**src/rtl/uart_frame_parser_if.sv**
```systemverilog
// Byte-level link shared by the UART receiver side, the frame parser and the payload consumer.
// The parser connects through the slave modport; the byte source/consumer through master.
interface uart_frame_parser_if;
   logic [7:0] rx_data;
   logic       rx_valid;
   logic       rx_error;
   logic [7:0] m_data;
   logic       m_valid;
   logic       m_last;
   logic       m_ready;
   logic       frame_ok;
   logic       err_pulse;
   logic [1:0] err_code;
   logic       overrun;

   modport master (
      output rx_data, rx_valid, rx_error, m_ready,
      input  m_data, m_valid, m_last, frame_ok, err_pulse, err_code, overrun
   );

   modport slave (
      input  rx_data, rx_valid, rx_error, m_ready,
      output m_data, m_valid, m_last, frame_ok, err_pulse, err_code, overrun
   );
endinterface

```
**src/rtl/uart_frame_parser.sv**
```systemverilog
// Sync-hunting, length-prefixed frame parser with additive checksum.
// Good payloads are buffered, then replayed on a valid/ready stream with a last flag.
module uart_frame_parser #(
   parameter logic [7:0] SYNC_BYTE      = 8'hA5,
   parameter int         MAX_LEN        = 16,
   parameter int         TIMEOUT_CYCLES = 50000
) (
   input logic                clk,
   input logic                rst,
   uart_frame_parser_if.slave io_bus
);
   localparam int              IW        = (MAX_LEN > 1) ? $clog2(MAX_LEN) : 1;
   localparam int              TW        = (TIMEOUT_CYCLES > 1) ? $clog2(TIMEOUT_CYCLES + 1) : 1;
   localparam logic [7:0]      MAX_LEN_B = 8'(MAX_LEN);
   localparam bit              TMO_EN    = (TIMEOUT_CYCLES > 0);
   localparam logic [TW-1:0]   TMO_LAST  = TW'((TIMEOUT_CYCLES > 0) ? (TIMEOUT_CYCLES - 1) : 0);

   localparam logic [1:0] ERR_FRAMING  = 2'd0;
   localparam logic [1:0] ERR_LENGTH   = 2'd1;
   localparam logic [1:0] ERR_CHECKSUM = 2'd2;
   localparam logic [1:0] ERR_TIMEOUT  = 2'd3;

   typedef enum logic [2:0] {
      ST_HUNT    = 3'd0,
      ST_LEN     = 3'd1,
      ST_PAYLOAD = 3'd2,
      ST_CSUM    = 3'd3,
      ST_EMIT    = 3'd4
   } state_t;

   function automatic logic [7:0] csum_add(input logic [7:0] acc, input logic [7:0] b);
      return acc + b;
   endfunction

   state_t        r_state, w_state_nxt;
   logic [7:0]    r_len, w_len_nxt;
   logic [7:0]    r_idx, w_idx_nxt;
   logic [7:0]    r_csum, w_csum_nxt;
   logic [TW-1:0] r_tmo, w_tmo_nxt;
   logic [7:0]    r_buf [MAX_LEN];

   logic [7:0]    r_m_data, w_m_data_nxt;
   logic          r_m_valid, w_m_valid_nxt;
   logic          r_m_last, w_m_last_nxt;
   logic          r_frame_ok, w_frame_ok_nxt;
   logic          r_err_pulse, w_err_pulse_nxt;
   logic [1:0]    r_err_code, w_err_code_nxt;
   logic          r_overrun, w_overrun_nxt;

   logic          w_buf_we;
   logic          w_abort;
   logic [1:0]    w_abort_code;
   logic          w_in_frame;
   logic [7:0]    w_idx_inc;
   logic [7:0]    w_last_idx;

   assign w_in_frame = (r_state == ST_LEN) || (r_state == ST_PAYLOAD) || (r_state == ST_CSUM);
   assign w_idx_inc  = r_idx + 8'd1;
   assign w_last_idx = r_len - 8'd1;

   // Next state, datapath and next registered outputs for the current byte or stream handshake.
   always_comb begin
      w_state_nxt     = r_state;
      w_len_nxt       = r_len;
      w_idx_nxt       = r_idx;
      w_csum_nxt      = r_csum;
      w_tmo_nxt       = '0;
      w_m_data_nxt    = r_m_data;
      w_m_valid_nxt   = r_m_valid;
      w_m_last_nxt    = r_m_last;
      w_frame_ok_nxt  = 1'b0;
      w_err_pulse_nxt = 1'b0;
      w_err_code_nxt  = r_err_code;
      w_overrun_nxt   = 1'b0;
      w_buf_we        = 1'b0;
      w_abort         = 1'b0;
      w_abort_code    = ERR_FRAMING;

      case (r_state)
         ST_HUNT: begin
            if (io_bus.rx_valid && io_bus.rx_error) begin
               w_abort = 1'b1;
            end else if (io_bus.rx_valid && (io_bus.rx_data == SYNC_BYTE)) begin
               w_state_nxt = ST_LEN;
            end else begin
               w_state_nxt = ST_HUNT;
            end
         end
         ST_LEN: begin
            if (io_bus.rx_valid && io_bus.rx_error) begin
               w_abort = 1'b1;
            end else if (io_bus.rx_valid) begin
               if ((io_bus.rx_data != 8'd0) && (io_bus.rx_data <= MAX_LEN_B)) begin
                  w_len_nxt   = io_bus.rx_data;
                  w_csum_nxt  = io_bus.rx_data;
                  w_idx_nxt   = 8'd0;
                  w_state_nxt = ST_PAYLOAD;
               end else begin
                  w_abort      = 1'b1;
                  w_abort_code = ERR_LENGTH;
               end
            end else begin
               w_state_nxt = ST_LEN;
            end
         end
         ST_PAYLOAD: begin
            if (io_bus.rx_valid && io_bus.rx_error) begin
               w_abort = 1'b1;
            end else if (io_bus.rx_valid) begin
               w_buf_we   = 1'b1;
               w_csum_nxt = csum_add(r_csum, io_bus.rx_data);
               w_idx_nxt  = w_idx_inc;
               if (r_idx == w_last_idx) begin
                  w_state_nxt = ST_CSUM;
               end else begin
                  w_state_nxt = ST_PAYLOAD;
               end
            end else begin
               w_state_nxt = ST_PAYLOAD;
            end
         end
         ST_CSUM: begin
            if (io_bus.rx_valid && io_bus.rx_error) begin
               w_abort = 1'b1;
            end else if (io_bus.rx_valid) begin
               if (io_bus.rx_data == r_csum) begin
                  // Present the first byte straight away so it can transfer on the frame_ok cycle.
                  w_state_nxt    = ST_EMIT;
                  w_idx_nxt      = 8'd0;
                  w_frame_ok_nxt = 1'b1;
                  w_m_valid_nxt  = 1'b1;
                  w_m_data_nxt   = r_buf[0];
                  w_m_last_nxt   = (r_len == 8'd1);
               end else begin
                  w_abort      = 1'b1;
                  w_abort_code = ERR_CHECKSUM;
               end
            end else begin
               w_state_nxt = ST_CSUM;
            end
         end
         ST_EMIT: begin
            w_overrun_nxt = io_bus.rx_valid;
            if (r_m_valid && io_bus.m_ready && r_m_last) begin
               w_m_valid_nxt = 1'b0;
               w_m_last_nxt  = 1'b0;
               w_idx_nxt     = 8'd0;
               w_state_nxt   = ST_HUNT;
            end else if (r_m_valid && io_bus.m_ready) begin
               w_idx_nxt    = w_idx_inc;
               w_m_data_nxt = r_buf[w_idx_inc[IW-1:0]];
               w_m_last_nxt = (w_idx_inc == w_last_idx);
            end else begin
               w_state_nxt = ST_EMIT;
            end
         end
         default: begin
            w_state_nxt = ST_HUNT;
         end
      endcase

      // Inter-byte timer: any received byte restarts it, so a byte on the expiry cycle wins.
      if (w_in_frame && !io_bus.rx_valid) begin
         if (TMO_EN && (r_tmo == TMO_LAST)) begin
            w_abort      = 1'b1;
            w_abort_code = ERR_TIMEOUT;
         end else begin
            w_tmo_nxt = r_tmo + TW'(1);
         end
      end else begin
         w_tmo_nxt = '0;
      end

      if (w_abort) begin
         w_state_nxt     = ST_HUNT;
         w_err_pulse_nxt = 1'b1;
         w_err_code_nxt  = w_abort_code;
         w_idx_nxt       = 8'd0;
         w_tmo_nxt       = '0;
      end else begin
         w_err_pulse_nxt = 1'b0;
      end
   end

   // Parser state and registered outputs.
   always_ff @(posedge clk) begin
      if (rst) begin
         r_state     <= ST_HUNT;
         r_len       <= 8'd0;
         r_idx       <= 8'd0;
         r_csum      <= 8'd0;
         r_tmo       <= '0;
         r_m_data    <= 8'd0;
         r_m_valid   <= 1'b0;
         r_m_last    <= 1'b0;
         r_frame_ok  <= 1'b0;
         r_err_pulse <= 1'b0;
         r_err_code  <= 2'd0;
         r_overrun   <= 1'b0;
      end else begin
         r_state     <= w_state_nxt;
         r_len       <= w_len_nxt;
         r_idx       <= w_idx_nxt;
         r_csum      <= w_csum_nxt;
         r_tmo       <= w_tmo_nxt;
         r_m_data    <= w_m_data_nxt;
         r_m_valid   <= w_m_valid_nxt;
         r_m_last    <= w_m_last_nxt;
         r_frame_ok  <= w_frame_ok_nxt;
         r_err_pulse <= w_err_pulse_nxt;
         r_err_code  <= w_err_code_nxt;
         r_overrun   <= w_overrun_nxt;
      end
   end

   // Payload storage; entries are always written in the current frame before they are read.
   always_ff @(posedge clk) begin
      if (w_buf_we) begin
         r_buf[r_idx[IW-1:0]] <= io_bus.rx_data;
      end
   end

   assign io_bus.m_data    = r_m_data;
   assign io_bus.m_valid   = r_m_valid;
   assign io_bus.m_last    = r_m_last;
   assign io_bus.frame_ok  = r_frame_ok;
   assign io_bus.err_pulse = r_err_pulse;
   assign io_bus.err_code  = r_err_code;
   assign io_bus.overrun   = r_overrun;
endmodule

```
**src/flat_wrapper.sv**
```systemverilog
// flat-port wrapper written by rule: the top's interface ports become plain ports
module uart_frame_parser_flat 
#(
   parameter logic [7:0] SYNC_BYTE      = 8'hA5,
   parameter int         MAX_LEN        = 16,
   parameter int         TIMEOUT_CYCLES = 50000
)
  (clk, rst, io_bus_rx_data, io_bus_rx_valid, io_bus_rx_error, io_bus_m_ready, io_bus_m_data, io_bus_m_valid, io_bus_m_last, io_bus_frame_ok, io_bus_err_pulse, io_bus_err_code, io_bus_overrun);
  uart_frame_parser_if io_bus_i ();
  input logic clk;
  input logic rst;
  input wire logic [$bits(io_bus_i.rx_data)-1:0] io_bus_rx_data;
  input wire logic [$bits(io_bus_i.rx_valid)-1:0] io_bus_rx_valid;
  input wire logic [$bits(io_bus_i.rx_error)-1:0] io_bus_rx_error;
  input wire logic [$bits(io_bus_i.m_ready)-1:0] io_bus_m_ready;
  output wire logic [$bits(io_bus_i.m_data)-1:0] io_bus_m_data;
  output wire logic [$bits(io_bus_i.m_valid)-1:0] io_bus_m_valid;
  output wire logic [$bits(io_bus_i.m_last)-1:0] io_bus_m_last;
  output wire logic [$bits(io_bus_i.frame_ok)-1:0] io_bus_frame_ok;
  output wire logic [$bits(io_bus_i.err_pulse)-1:0] io_bus_err_pulse;
  output wire logic [$bits(io_bus_i.err_code)-1:0] io_bus_err_code;
  output wire logic [$bits(io_bus_i.overrun)-1:0] io_bus_overrun;
  assign io_bus_i.rx_data = io_bus_rx_data;
  assign io_bus_i.rx_valid = io_bus_rx_valid;
  assign io_bus_i.rx_error = io_bus_rx_error;
  assign io_bus_i.m_ready = io_bus_m_ready;
  assign io_bus_m_data = io_bus_i.m_data;
  assign io_bus_m_valid = io_bus_i.m_valid;
  assign io_bus_m_last = io_bus_i.m_last;
  assign io_bus_frame_ok = io_bus_i.frame_ok;
  assign io_bus_err_pulse = io_bus_i.err_pulse;
  assign io_bus_err_code = io_bus_i.err_code;
  assign io_bus_overrun = io_bus_i.overrun;
  uart_frame_parser #(.SYNC_BYTE(SYNC_BYTE), .MAX_LEN(MAX_LEN), .TIMEOUT_CYCLES(TIMEOUT_CYCLES)) u_core (.clk(clk), .rst(rst), .io_bus(io_bus_i));
endmodule
```
**config.mk**
```make
export PLATFORM = sky130hd
export DESIGN_NAME = uart_frame_parser_flat
export DESIGN_NICKNAME = d
export VERILOG_FILES = /design/src/rtl/uart_frame_parser_if.sv /design/src/rtl/uart_frame_parser.sv /design/src/flat_wrapper.sv
export SDC_FILE = /design/constraint.sdc
export NUM_CORES = 1
export LEC_CHECK = 0
export ABC_AREA = 1
export CAP_MARGIN = 5
export CORE_UTILIZATION = 45
export DETAILED_ROUTE_END_ITERATION = 10
export GPL_TIMING_DRIVEN = 0
export PLACE_DENSITY_LB_ADDON = 0.25
export SKIP_CTS_REPAIR_TIMING = 1
export SLEW_MARGIN = 20
export SYNTH_ARGS = -nofsm -noshare
export SYNTH_HDL_FRONTEND = slang
export SYNTH_SLANG_ARGS = --single-unit
```
**constraint.sdc**
```tcl
create_clock -name clk -period 4.5 [get_ports clk]
set_input_delay 0.9 -clock clk [delete_from_list [all_inputs] [get_ports clk]]
set_output_delay 0.9 -clock clk [all_outputs]
set_load 0.02 [all_outputs]
```
---- Yosys cells after proc, flatten, opt, wreduce, memory -nomap -nowiden ----
Memories as Yosys holds them, arrays and structs flattened.
Index checks and enable logic that the tools add are counted.
word-level totals
  bits in writable memories ............... 128
  input port bits ......................... 13
  word-level logic and storage cells ...... 149
  bits in registers ....................... 58
  memories kept ........................... 1
  output and inout bits ................... 15
memories
  name          words  width  rd ports  clocked after Yosys merged registers in  write ports  line                     text
  u_core.r_buf  16     8      2         0                                        1            uart_frame_parser.sv:40  logic [7:0] r_buf [MAX_LEN];
operators by class
  add/sub/neg operators ................... 4
  reduce and logical (&&, ||, !) cells .... 26
  bitwise logic cells ..................... 5
  muxes and demuxes ....................... 74
  eq/ne operators ......................... 26
  order comparisons ....................... 1
operators by type and width
  cell                                                 count
  2-to-1 mux 8 bit                                     20
  case mux 8 bit (2 select lines)                      2
  case mux 8 bit (4 select lines)                      1
  2-to-1 mux 3 bit                                     10
  2-to-1 mux 1 bit                                     29
  == test 8 bit                                        3
  inequality test 2 bit, second input constant         10
  adder 16 x 1 -> 16 bit, second input constant        1
  == test 16 bit, second input constant                1
  case mux 3 bit (5 select lines)                      1
  2-to-1 mux 2 bit                                     7
  AND reduction 6 bit                                  2
  AND reduction 10 bit                                 1
  AND reduction 5 bit                                  2
  inequality test 3 bit, second input constant         3
  adder 8 x 1 -> 8 bit, second input constant          1
  adder 8 bit                                          1
  == test 8 x 1 -> 1 bit, second input constant        1
  == test 8 bit, second input constant                 1
  <= comparator 8 x 5 -> 1 bit, second input constant  1
  nonzero test 8 bit                                   1
  OR reduction 4 bit                                   2
  subtractor 8 x 1 -> 8 bit, second input constant     1
  AND reduction 7 bit                                  1
  other kinds (17)                                     33

---- Longest topological paths before layout ----
Gate-level depths: netlist (run 1).
  depth after elaboration ................. 9
  gate-level depth with buffers ........... 14
  gate-level depth less buffers ........... 14

---- Least setup slack after synthesis (run 1) ----
No wires, ideal clock.
  path type ............................... input-to-reg
  start point ............................. input io_bus_rx_valid
  end point ............................... memory u_core.r_buf[11][0], enable pin
  library setup time ...................... 383 ps
  path slack .............................. 1928 ps
  data required time ...................... 4117 ps
  cell stages on the path ................. 6
  buffers on the path ..................... 0
  arrival ................................. 2188 ps
  cells stage by stage .................... inv_1 > nor2_1 > inv_1 > nor2_1 > inv_1 > nor3_1
between the ends
  word-level cells in the longest chain between the ends .. 5
  elaborated cells between the ends (all ways) .. 6
  classes of those cells .................. mux (5); reduce/logical (1)
ends and longest elaborated chain
  element                                                line                                                text
  start, declared                                        flat_wrapper.sv:13                                  input wire logic [$bits(io_bus_i.rx_valid)-1:0] io_bus_rx_valid;
  2-to-1 mux 1 bit or logical AND 1 bit (tied branches)  uart_frame_parser.sv:109, uart_frame_parser.sv:107
  2-to-1 mux 1 bit *                                     uart_frame_parser.sv:107                            if (io_bus.rx_valid && io_bus.rx_error) begin
  2-to-1 mux 1 bit *                                     uart_frame_parser.sv:79                             case (r_state)
  2-to-1 mux 1 bit *                                     uart_frame_parser.sv:218                            if (w_buf_we) begin
  2-to-1 mux 1 bit (not written as such) *               uart_frame_parser.sv:219                            r_buf[r_idx[IW-1:0]] <= io_bus.rx_data;
  end, declared                                          uart_frame_parser.sv:40
Every way passes the cells marked *; elsewhere a longest branch is shown, timed or not.

---- Worst setup path after layout (run 1) ----
  start point ............................. input io_bus_rx_valid
  end point ............................... memory u_core.r_buf[0][7], enable pin
Same word-level chain as after synthesis.

==> impl_results.md, run 1 <==
* Status: finished, final reports clean
* CTS H-Tree Depth at 4
* Maximum clock rate at 279 MHz
* Hold_sp: u_core.r_tmo[0]
* WS Path Type: input port to register
* Drt total wl at 22.2 mm
* Placed Cells at 1,251
* DIE AREA at approximately 20,000 um2
* Fill count at 1,759
* Clock group share of total power at 44.5%
* Area grow syn2layout at 13.7%
* Final period util at between 70% and 80%
* Non-filler cells, final at 1,283
* Syn Nets at 992
* Final Core Density at 52.7%
* Core ar. at around 19,000 um2
* Top Usage Layer GRT: met2
* Worst ir drop on vdd at 0.000261 V
* Seq pwr share at 53.2%
* Worst EP arrival at 3.65 ns
* Synth unique cells at 39
* #FFs+latches synth at 186
* R2r setup slk at 1.35 ns
* Net Sw Frac at 21.9%
* Maxcap violations at 0
* Largest net degree at the start of global routing at 22
* Slew @ Worst Pin at 1.19 ns
* Adder-cell share of the synthesized area at 2.22%
* Area of the multi-input gates at between 3000 and 4000 um2
* Clk_lat worst skew at 0.44 ns
* Hold crit path type: register to register
* Reg2reg start: u_core.r_idx[0]
* Synth Instances at roughly 960
* Period minus WS final at ~3.6 ns
* Antenna viol nets, final at 0
* Clock Pin Slew Worst Setup and Hold Paths at 0.07 ns
* EDFF count, synth at 128
* GP Congestion at roughly 0.9
* Ys async rst share at 0%
* DRC errors left at 0
* Synth Area in Simple Gates at between 20% and 30%
* Num CTS Buffers at 17
* Hold violation count in the final report at 0
* Vias/cell at 5.32
* Number of warnings issued by yosys at 0
* Crit Path Max Fanout at 8
* Initial Utilization at 46.4%
* Final #Nets at about 1.0k
* Worst Setup Start Kind: input port
* Total Routing Usage GR at 23.4%
* Fin. max-slew vios at 0
* Post-synth top area cell: edfxtp_1
* First DRT Iteration DRCs at 551
* Largest family of logic cells by synthesized area: simple AND/OR/NAND/NOR gates
* Syn avg cell area at 9.12 um2
* Worst hold path cell count at 1
* DIE WIDTH at 142 um
* RSZ-0062 raised after global routing: false
* # diodes at 0
* Grt met3 use at under 10%
* Initial antenna violation count at 0
* First-pass GRT wire length at about 35 mm
* Vias at 6,820
* Compound-Gate Fraction of Synth Area at 11.1%
* Met1 Use GR at 31.2%
* Worst slew margin at 20.7%
* TNS Setup at 0 ns
* Setup Skew at 0.00950 ns
* Power share of the combinational group at under 10%
* Die span in y at 142 um
* Std cell rows at 50
* Synth Area in XOR/XNOR at 1.88%
* Synth area leaders: edfxtp_1 44%, dfxtp_1 13%, nor2_1 8.4%
* Seq. cell area at between 5000 and 6000 um2
* Ports at 28
* Root buffer cell: clkbuf_16
* Port Buffer Count at 27
* GRT Residual Overflow at 0
* Final number of setup-violating endpoints at 0
* Layout cells sized above 1 at 8.99%
* Hold Path End: u_core.r_tmo[0]
* CTS tree: yes
* Share of the yosys chip area belonging to registers at 56.9%
* Synth Flop Type: edfxtp_1
* Netlist Area Pre-Place at 8790 um2
* CP endpoint kind: register
* 1st-pass router iterations at 5
* Pwr dens at 344 nW/um2
* Leak pwr at approximately 0.0036 uW
* Post-synth top area share at 43.7%
* Hpwl dp at about 15 mm
* R2R cell count at 12
* Internal at 2680 uW
* Sw Pwr at 751 uW
* WP data required at between 4 and 5 ns
* Vias in the first global route at 6,419
* Reg-to-reg endpoint: u_core.io_bus.m_data[3]
* M2 GR Usage at 38.9%
* WL/cell at 17.3 um
* CTS max path bufs at 2
* Mux contribution to synthesized area at 0%
* CTS sink cnt at between 150 and 200
[sequential cells by signal, summed over array words and instances, names as in the netlist, 2 cells and up]
name,flops
u_core.io_bus.err_code,2
u_core.io_bus.m_data,8
u_core.r_buf,128
u_core.r_csum,8
u_core.r_idx,8
u_core.r_len,8
u_core.r_state,3
u_core.r_tmo,16
[stage by stage]
step	setup WS, ns	hold slack [ns]	instance area [um2]	total power [uW]
3_3_place_gp	0.353	0.428	9390	1940
2_1_floorplan	1.93	0.413	8790	1890
6_report	0.912	0.439	9990	3430
5_1_grt	0.765	0.470	9990	3520
3_5_place_dp	0.495	0.431	9390	1940
4_1_cts	0.938	0.441	9990	3450
[metal layers]
metal	part of all wire [%]	up-vias	wire length [um]
met5	0	-	0
met3	6.6	28	1460
met4	1.7	0	369
met2	47	212	10500
li1	-	3384	-
met1	44	3196	9830
[how the worst max path moves through the flow]
| stage | start | depth (start not counted) | to | slack (ns) |
|---|---|---|---|---|
| after floorplan | io_bus_rx_valid | 6 | u_core.r_buf[11][0] | 1.93 |
| after global placement | io_bus_rx_valid | 7 | u_core.r_buf[7][2] | 0.35 |
| after detailed placement | io_bus_rx_valid | 7 | u_core.r_buf[11][3] | 0.49 |
| after CTS | io_bus_rx_valid | 7 | u_core.r_buf[11][1] | 0.94 |
| after global routing | io_bus_rx_valid | 7 | u_core.r_buf[3][0] | 0.77 |
| final | io_bus_rx_valid | 7 | u_core.r_buf[0][7] | 0.91 |
[cells by family after synthesis]
group	Yosys count
compound gates	175
buf+inv	113
flops	186
fa+ha+maj	15
simple gates	457
xor+xnor	18
[Yosys cell counts, types with 3 or more instances]
master and count:
nand4_1 15, o211ai_1 33, nor4_1 3, a21oi_2 3
inv_1 70, nand2_2 9, nor2_2 6, edfxtp_1 128
ha_1 14, dfxtp_1 58, xor2_1 11, nor2_1 197
nor3_1 19, nand2_1 141, xnor2_1 6, inv_2 6
buf_1 4, clkbuf_1 10, buf_2 21, a21oi_1 33
o21ai_1 10, nand3_1 54, o21ai_0 92
[critical path, stage by stage]
cell and delay, ns:
clkdlybuf4s50_1 0.68, inv_1 0.16, nor2_1 0.37, inv_1 0.17, nor2_1 0.36, nand2_1 0.30
nor2_1 0.71
[area by class of cell]
| class | count | area share, % |
|---|---|---|
| Sequential cell | 186 | 50.1 |
| Timing Repair Buffer | 27 | 2.71 |
| Clock buffer | 18 | 4.30 |
| Clock inverter | 14 | 1.67 |
| Multi-Input combinational cell | 665 | 33.3 |
| Inverter | 76 | 2.86 |
| Buffer | 37 | 1.80 |
| Tap cell | 260 | 3.26 |
[power by group through the flow]
| stage | Clock [uW] | Combinational (uW) | Sequential (uW) |
|---|---|---|---|
| floorplan | 0 | 28.1 | 1860 |
| global placement | 0 | 79.3 | 1860 |
| detailed placement | 0 | 79.5 | 1860 |
| CTS | 1550 | 80.0 | 1820 |
| global route | 1610 | 87.3 | 1820 |
| finish | 1530 | 80.4 | 1820 |
[layout by cell type (no fill, tap or decap), types with 6 or more instances in the layout]
master and count:
o211ai_1 33, o21ai_0 92, inv_1 70, buf_2 21
inv_2 6, nor2_2 6, nand4_1 15, a21oi_1 33
nand2_2 9, clkbuf_1 11, xor2_1 11, ha_1 14
edfxtp_1 128, clkbuf_16 17, xnor2_1 6, dfxtp_1 58
nand2_1 141, nor3_1 17, clkdlybuf4s50_1 27, nand3_1 54
nor2_1 197, o21ai_1 10
Power figures use the tool's default switching activity.
==> inputs of run 2 (changes only) <==
- clock period: 4.5 -> 2.98 ns (I/O delays scaled with it)
==> impl_results.md, run 2 (synthesized netlist as in run 1, its figures left out) <==
* Clk_lat worst skew at 0.44 ns (about the same)
* Status: finished, final reports clean (unchanged)
* Period minus WS final at between 2 and 3 ns
* Clock Pin Slew Worst Setup and Hold Paths at 0.07 ns (about the same)
* Final period util at 93.8%
* Cell breakdown of the critical path: inv_1, clkbuf_4, clkbuf_4, ha_1, clkbuf_4, clkbuf_4, o21ai_0, o211ai_1, nand3_1, nand3_1, nand2_1, a21oi_1 (was clkdlybuf4s50_1, inv_1, nor2_1, inv_1, nor2_1, nand2_1, nor2_1)
* Reg2reg start: u_core.r_idx[0] (unchanged)
* Vias at 6,862 (was 6,820)
* Non-filler cells, final at 1,284 (was 1,283)
* Antenna viol nets, final at 0 (unchanged)
* Vias in the first global route at 6,419 (unchanged)
* CP endpoint kind: register (unchanged)
* Most frequent cells in the layout: 182 x nor2_1, 138 x nand2_1, 128 x edfxtp_1 (was 197 x nor2_1, 141 x nand2_1, 128 x edfxtp_1)
* CTS sink cnt at 186 (unchanged)
* WP data required at 3.35 ns (was 4.56 ns)
* Worst Setup Start Kind: register (was input port)
* Most frequent CP cell: clkbuf_4 (was nor2_1)
* CTS max path bufs at 2 (unchanged)
* Port Buffer Count at 27 (unchanged)
* Placement Cell Area at 9390 um2 (unchanged)
* Maxcap violations at 0 (unchanged)
* CTS tree: yes (unchanged)
* Drt total wl at 22.4 mm (was 22.2 mm)
* Commonest non-fill, non-tap cell in the layout: nor2_1 (unchanged)
* Total Routing Usage GR at 23.4% (unchanged)
* CP startpoint: u_core.r_idx[0] (was io_bus_rx_valid)
* First DRT Iteration DRCs at 564 (was 551)
* DIE WIDTH at 142 um (unchanged)
* Die span in y at 142 um (unchanged)
* Leak pwr at 0.00369 uW (was 0.00359 uW)
* CTS H-Tree Depth at 4 (unchanged)
* WS Path Type: register to register (was input port to register)
* Hold crit path type: register to register (unchanged)
* Slew @ Worst Pin at 1.16 ns (was 1.19 ns)
* Layout cells sized above 1 at 11.6% (was 8.99%)
* Initial Utilization at 46.4% (unchanged)
* Fin. max-slew vios at 0 (unchanged)
* Worst ir drop on vdd at 0.000393 V (was 0.000261 V)
* GP Congestion at 0.881 (unchanged)
* Hpwl dp at 15.3 mm (unchanged)
* First-pass GRT wire length at 34.7 mm (unchanged)
* Worst EP arrival at 3.16 ns (was 3.65 ns)
* Num CTS Buffers at 17 (unchanged)
* TNS Setup at 0 ns (unchanged)
* PnR Total Power at 5180 uW (was 3430 uW)
* Ports at 28 (unchanged)
* Setup Skew at 0.00764 ns (was 0.00950 ns)
* Worst path slowest cell: dfxtp_2 (was nor2_1)
* Crit Path Max Fanout at 11 (was 8)
* Worst slew margin at 22.4% (was 20.7%)
* Initial antenna violation count at 0 (unchanged)
* WP buf/inv at 5 (was 3)
* Vias/cell at 5.34 (was 5.32)
* # diodes at 0 (unchanged)
* RSZ-0062 raised after global routing: true (was false)
* DRC errors left at 0 (unchanged)
* Cell family contributing the most delay on the critical path: buffers and inverters (was simple AND/OR/NAND/NOR gates)
* DP Worst Slack at -0.721 ns (was 0.495 ns)
* 1st-pass router iterations at 8 (was 5)
* Cell area after layout at 10,200 um2 (was 9990 um2)
* DIE AREA at 20,100 um2 (unchanged)
* Maximum clock rate at ~360 MHz
* Placed Cells at 1,251 (unchanged)
* Final #Nets at 1,039 (was 1,038)
* Setup ws final at 0.184 ns (was 0.912 ns)
* Pwr dens at 510 nW/um2 (was 344 nW/um2)
* Largest stage delay, worst path at 0.40 ns (was 0.71 ns)
* Hold violation count in the final report at 0 (unchanged)
* Core ar. at 19,000 um2 (unchanged)
* Root buffer cell: clkbuf_16 (unchanged)
* Area grow syn2layout at 15.7% (was 13.7%)
* Largest register FFs at 128 (unchanged)
* Std cell rows at 50 (unchanged)
* WL/cell at 17.5 um (was 17.3 um)
* Hold_sp: u_core.r_tmo[0] (unchanged)
* Largest net degree at the start of global routing at 22 (unchanged)
* GRT Residual Overflow at 0 (unchanged)
* Final number of setup-violating endpoints at 0 (unchanged)
run 2: cell count changes in the layout (fill, tap and decap cells not counted), moves of 2 or more:
cell             before  now
nor3_2                4    2
nor2_1              197  182
clkdlybuf4s50_1      27   20
clkbuf_4              0    4
nand2_1             141  138
clkbuf_2              0    4
nand2_2               9   12
dlymetal6s2s_1        0    5
nor2_4                1   14
nor3_4                0    3
buf_2                21   18
nor2_2                6    8
buf_1                 4    2
run 2: area by class of cell:
cell class / count / area, um2
Fill cell: 1732 / 8790
Sequential cell: 186 / 5010
Multi-Input combinational cell: 665 / 3470
Clock buffer: 18 / 429
Tap cell: 260 / 325
Timing Repair Buffer: 28 / 293
Inverter: 76 / 285
Buffer: 37 / 194
Clock inverter: 14 / 166
run 2: report_power, final:
group          internal, uW  switching, uW  total [uW]
Clock                  1260           1050        2310
Sequential             2750          0.273        2750
Combinational          29.8           90.6         120
Total                  4050           1140        5180
run 2: routing by layer:
metal  up-vias  global-route usage (%)  wire [um]
met5         -                       0          0
met4         0                    6.68        333
met3        28                    4.29       1460
met2       211                    38.9      10800
met1      3233                    31.2       9840
li1       3390                       -          -
run 2: through the flow:
| stage | utilization, % | hold slack [ns] |
|---|---|---|
| floorplan | - | 0.413 |
| global placement | 49.5 | 0.428 |
| detailed placement | 49.5 | 0.431 |
| CTS | 52.7 | 0.441 |
| global route | 53.6 | 0.470 |
| finish | 53.6 | 0.439 |
run 2: final timing paths:
check                                               end  slack, ns  depth (start not counted)
worst max-delay path            u_core.io_bus.m_data[4]       0.18                         12
worst max register to register  u_core.io_bus.m_data[4]       0.18                         12
worst min register to register          u_core.r_tmo[0]       0.44                          1
worst min-delay path                    u_core.r_tmo[0]       0.44                          1
==> inputs of run 3 (changes only) <==
- CORE_ASPECT_RATIO: not set -> 0.6
- GPL_ROUTABILITY_DRIVEN: not set -> 0
==> impl_results.md, run 3 (synthesized netlist as in run 1, its figures left out) <==
* Total Routing Usage GR at 23.5% (was 23.4%)
* Worst slew margin at 29.7% (was 22.4%)
* Worst ir drop on vdd at 0.000416 V (was 0.000393 V)
* Fin Hold WS at 0.442 ns (was 0.439 ns)
* First-pass GRT wire length at 34.7 mm (about the same)
* Reg-to-reg endpoint: u_core.io_bus.m_data[6] (was u_core.io_bus.m_data[4])
* RSZ-0062 raised after global routing: true (unchanged)
* DIE WIDTH at 182 um (was 142 um)
* Maxcap violations at 0 (unchanged)
* Largest net degree at the start of global routing at 22 (unchanged)
* # diodes at 0 (unchanged)
* Clk_lat worst skew at 0.44 ns (about the same)
* Power share of the combinational group at 2.3% (about the same)
* Layout cells sized above 1 at 10.8% (was 11.6%)
* Vias in the first global route at 5,989 (was 6,419)
* Final period util at 100% (was 93.8%)
* CP endpoint kind: register (unchanged)
* CTS sink cnt at 186 (unchanged)
* Initial Utilization at 46.1% (was 46.4%)
* Vias at 7,019 (was 6,862)
* DIE AREA at 20,100 um2 (about the same)
* Sw Pwr at 1200 uW (was 1140 uW)
* Std cell rows at 39 (was 50)
* Worst hold path cell count at 1 (unchanged)
* Clock group share of total power at 44.7% (was 44.5%)
* Failing checks: setup timing
* Status: finished, violations left (was finished, final reports clean)
* Pwr dens at 511 nW/um2 (was 510 nW/um2)
* Drt total wl at 23.3 mm (was 22.4 mm)
* Num CTS Buffers at 17 (unchanged)
* Hold Path End: u_core.r_tmo[0] (unchanged)
* PnR Total Power at 5190 uW (was 5180 uW)
* DP Worst Slack at -0.725 ns (was -0.721 ns)
* CTS tree: yes (unchanged)
* Vias/cell at 5.44 (was 5.34)
* DRC errors left at 0 (unchanged)
* Final number of setup-violating endpoints at 7 (was 0)
* GRT Residual Overflow at 0 (unchanged)
* CTS H-Tree Depth at 4 (unchanged)
* Clock Pin Slew Worst Setup and Hold Paths at 0.08 ns (was 0.07 ns)
* Setup ws final at -0.00784 ns (was 0.184 ns)
* Root buffer cell: clkbuf_16 (unchanged)
* R2r setup slk at 0.15 ns (was 0.18 ns)
* Final #Nets at 1,039 (unchanged)
* Setup Skew at 0.0173 ns (was 0.00764 ns)
* Worst EP arrival at 3.05 ns (was 3.16 ns)
* Seq pwr share at 53.0% (was 53.1%)
* WS Path Type: input port to register (was register to register)
* Slew @ Worst Pin at 1.05 ns (was 1.16 ns)
* Commonest non-fill, non-tap cell in the layout: nor2_1 (unchanged)
* Largest register FFs at 128 (unchanged)
* Core ar. at 19,100 um2 (was 19,000 um2)
* Net Sw Frac at 23.2% (was 21.9%)
* TNS Setup at -0.0374 ns (was 0 ns)
* Leak pwr at 0.00371 uW (was 0.00369 uW)
* Initial antenna violation count at 0 (unchanged)
* Crit Path Max Fanout at 8 (was 11)
* Hold crit path type: register to register (unchanged)
* Final Core Density at 53.2% (was 53.6%)
* Hold_sp: u_core.r_tmo[0] (unchanged)
* Area grow syn2layout at 15.5% (was 15.7%)
* Antenna viol nets, final at 0 (unchanged)
* Internal at 3990 uW (was 4050 uW)
* CP startpoint: io_bus_rx_valid (was u_core.r_idx[0])
* Period minus WS final at 2.99 ns (was 2.80 ns)
* Hold violation count in the final report at 0 (unchanged)
* First DRT Iteration DRCs at 810 (was 564)
* Reg2reg start: u_core.r_idx[0] (unchanged)
* R2R cell count at 12 (unchanged)
* 1st-pass router iterations at 5 (was 8)
* WL/cell at 18.0 um (was 17.5 um)
* Worst Setup Start Kind: input port (was register)
* Ports at 28 (unchanged)
* Hpwl dp at 16.6 mm (was 15.3 mm)
* CTS max path bufs at 2 (unchanged)
* Maximum clock rate at 335 MHz (was 358 MHz)
* Fin. max-slew vios at 0 (unchanged)
* WP data required at 3.05 ns (was 3.35 ns)
* Most frequent cells in the layout: 187 x nor2_1, 141 x nand2_1, 128 x edfxtp_1 (was 182 x nor2_1, 138 x nand2_1, 128 x edfxtp_1)
* Die span in y at 110 um (was 142 um)
* Port Buffer Count at 27 (unchanged)
-- run 3: changes by cell type in the layout (fill, tap and decap cells not counted), moves of 2 or more --
cell / change
inv_8: +2
clkinvlp_4: -2
clkinv_8: +2
clkbuf_4: -3
nand2_2: -3
nor2_4: -5
nand2_1: +3
nor2_1: +5
-- run 3: per-stage QoR --
| step | instance area [um2] | instances |
|---|---|---|
| finish | 10200 | 1290 |
| CTS | 10000 | 1289 |
| global route | 10200 | 1290 |
| floorplan | 8790 | 964 |
| global placement | 9390 | 1257 |
| detailed placement | 9400 | 1257 |
-- run 3: worst max-delay path: stages --
cell,delay (ns)
clkdlybuf4s50_1,0.67
inv_1,0.18
nor2_2,0.24
inv_1,0.13
nor2_1,0.35
nand2_1,0.23
nor2_1,0.65
-- run 3: layout make-up --
cell class	count	area, um2
repair buffers	28	300
inverters	76	285
flip-flops and latches	186	5010
well taps	266	333
plain buffers	37	195
fillers	1732	8920
clock inverters	15	176
clock buffers	17	425
multi-input cells	665	3430
-- run 3: power groups by stage --
stage               combinational [uW]  clock, uW  sequential, uW
floorplan                         42.4          0            2810
global placement                   117          0            2810
detailed placement                 119          0            2810
CTS                                119       2350            2750
global route                       129       2420            2750
finish                             120       2320            2750
-- run 3: how the worst max path moves through the flow --
stage	to	slack (ns)	cells after the start
after floorplan	u_core.r_buf[11][0]	0.71	6
after global placement	u_core.r_buf[11][5]	-0.93	7
after detailed placement	u_core.r_buf[7][2]	-0.72	7
after CTS	u_core.io_bus.m_data[6]	-0.42	12
after global routing	u_core.r_buf[2][6]	-0.11	7
final	u_core.r_buf[10][7]	-0.008	7
-- run 3: metal layers --
layer	vias to the layer above	GRT usage (%)	part of all wire, %
li1	3385	-	-
met1	3324	37.6	50
met2	289	30.4	39
met3	21	6.34	11
met4	0	5.88	0.97
met5	-	0	0
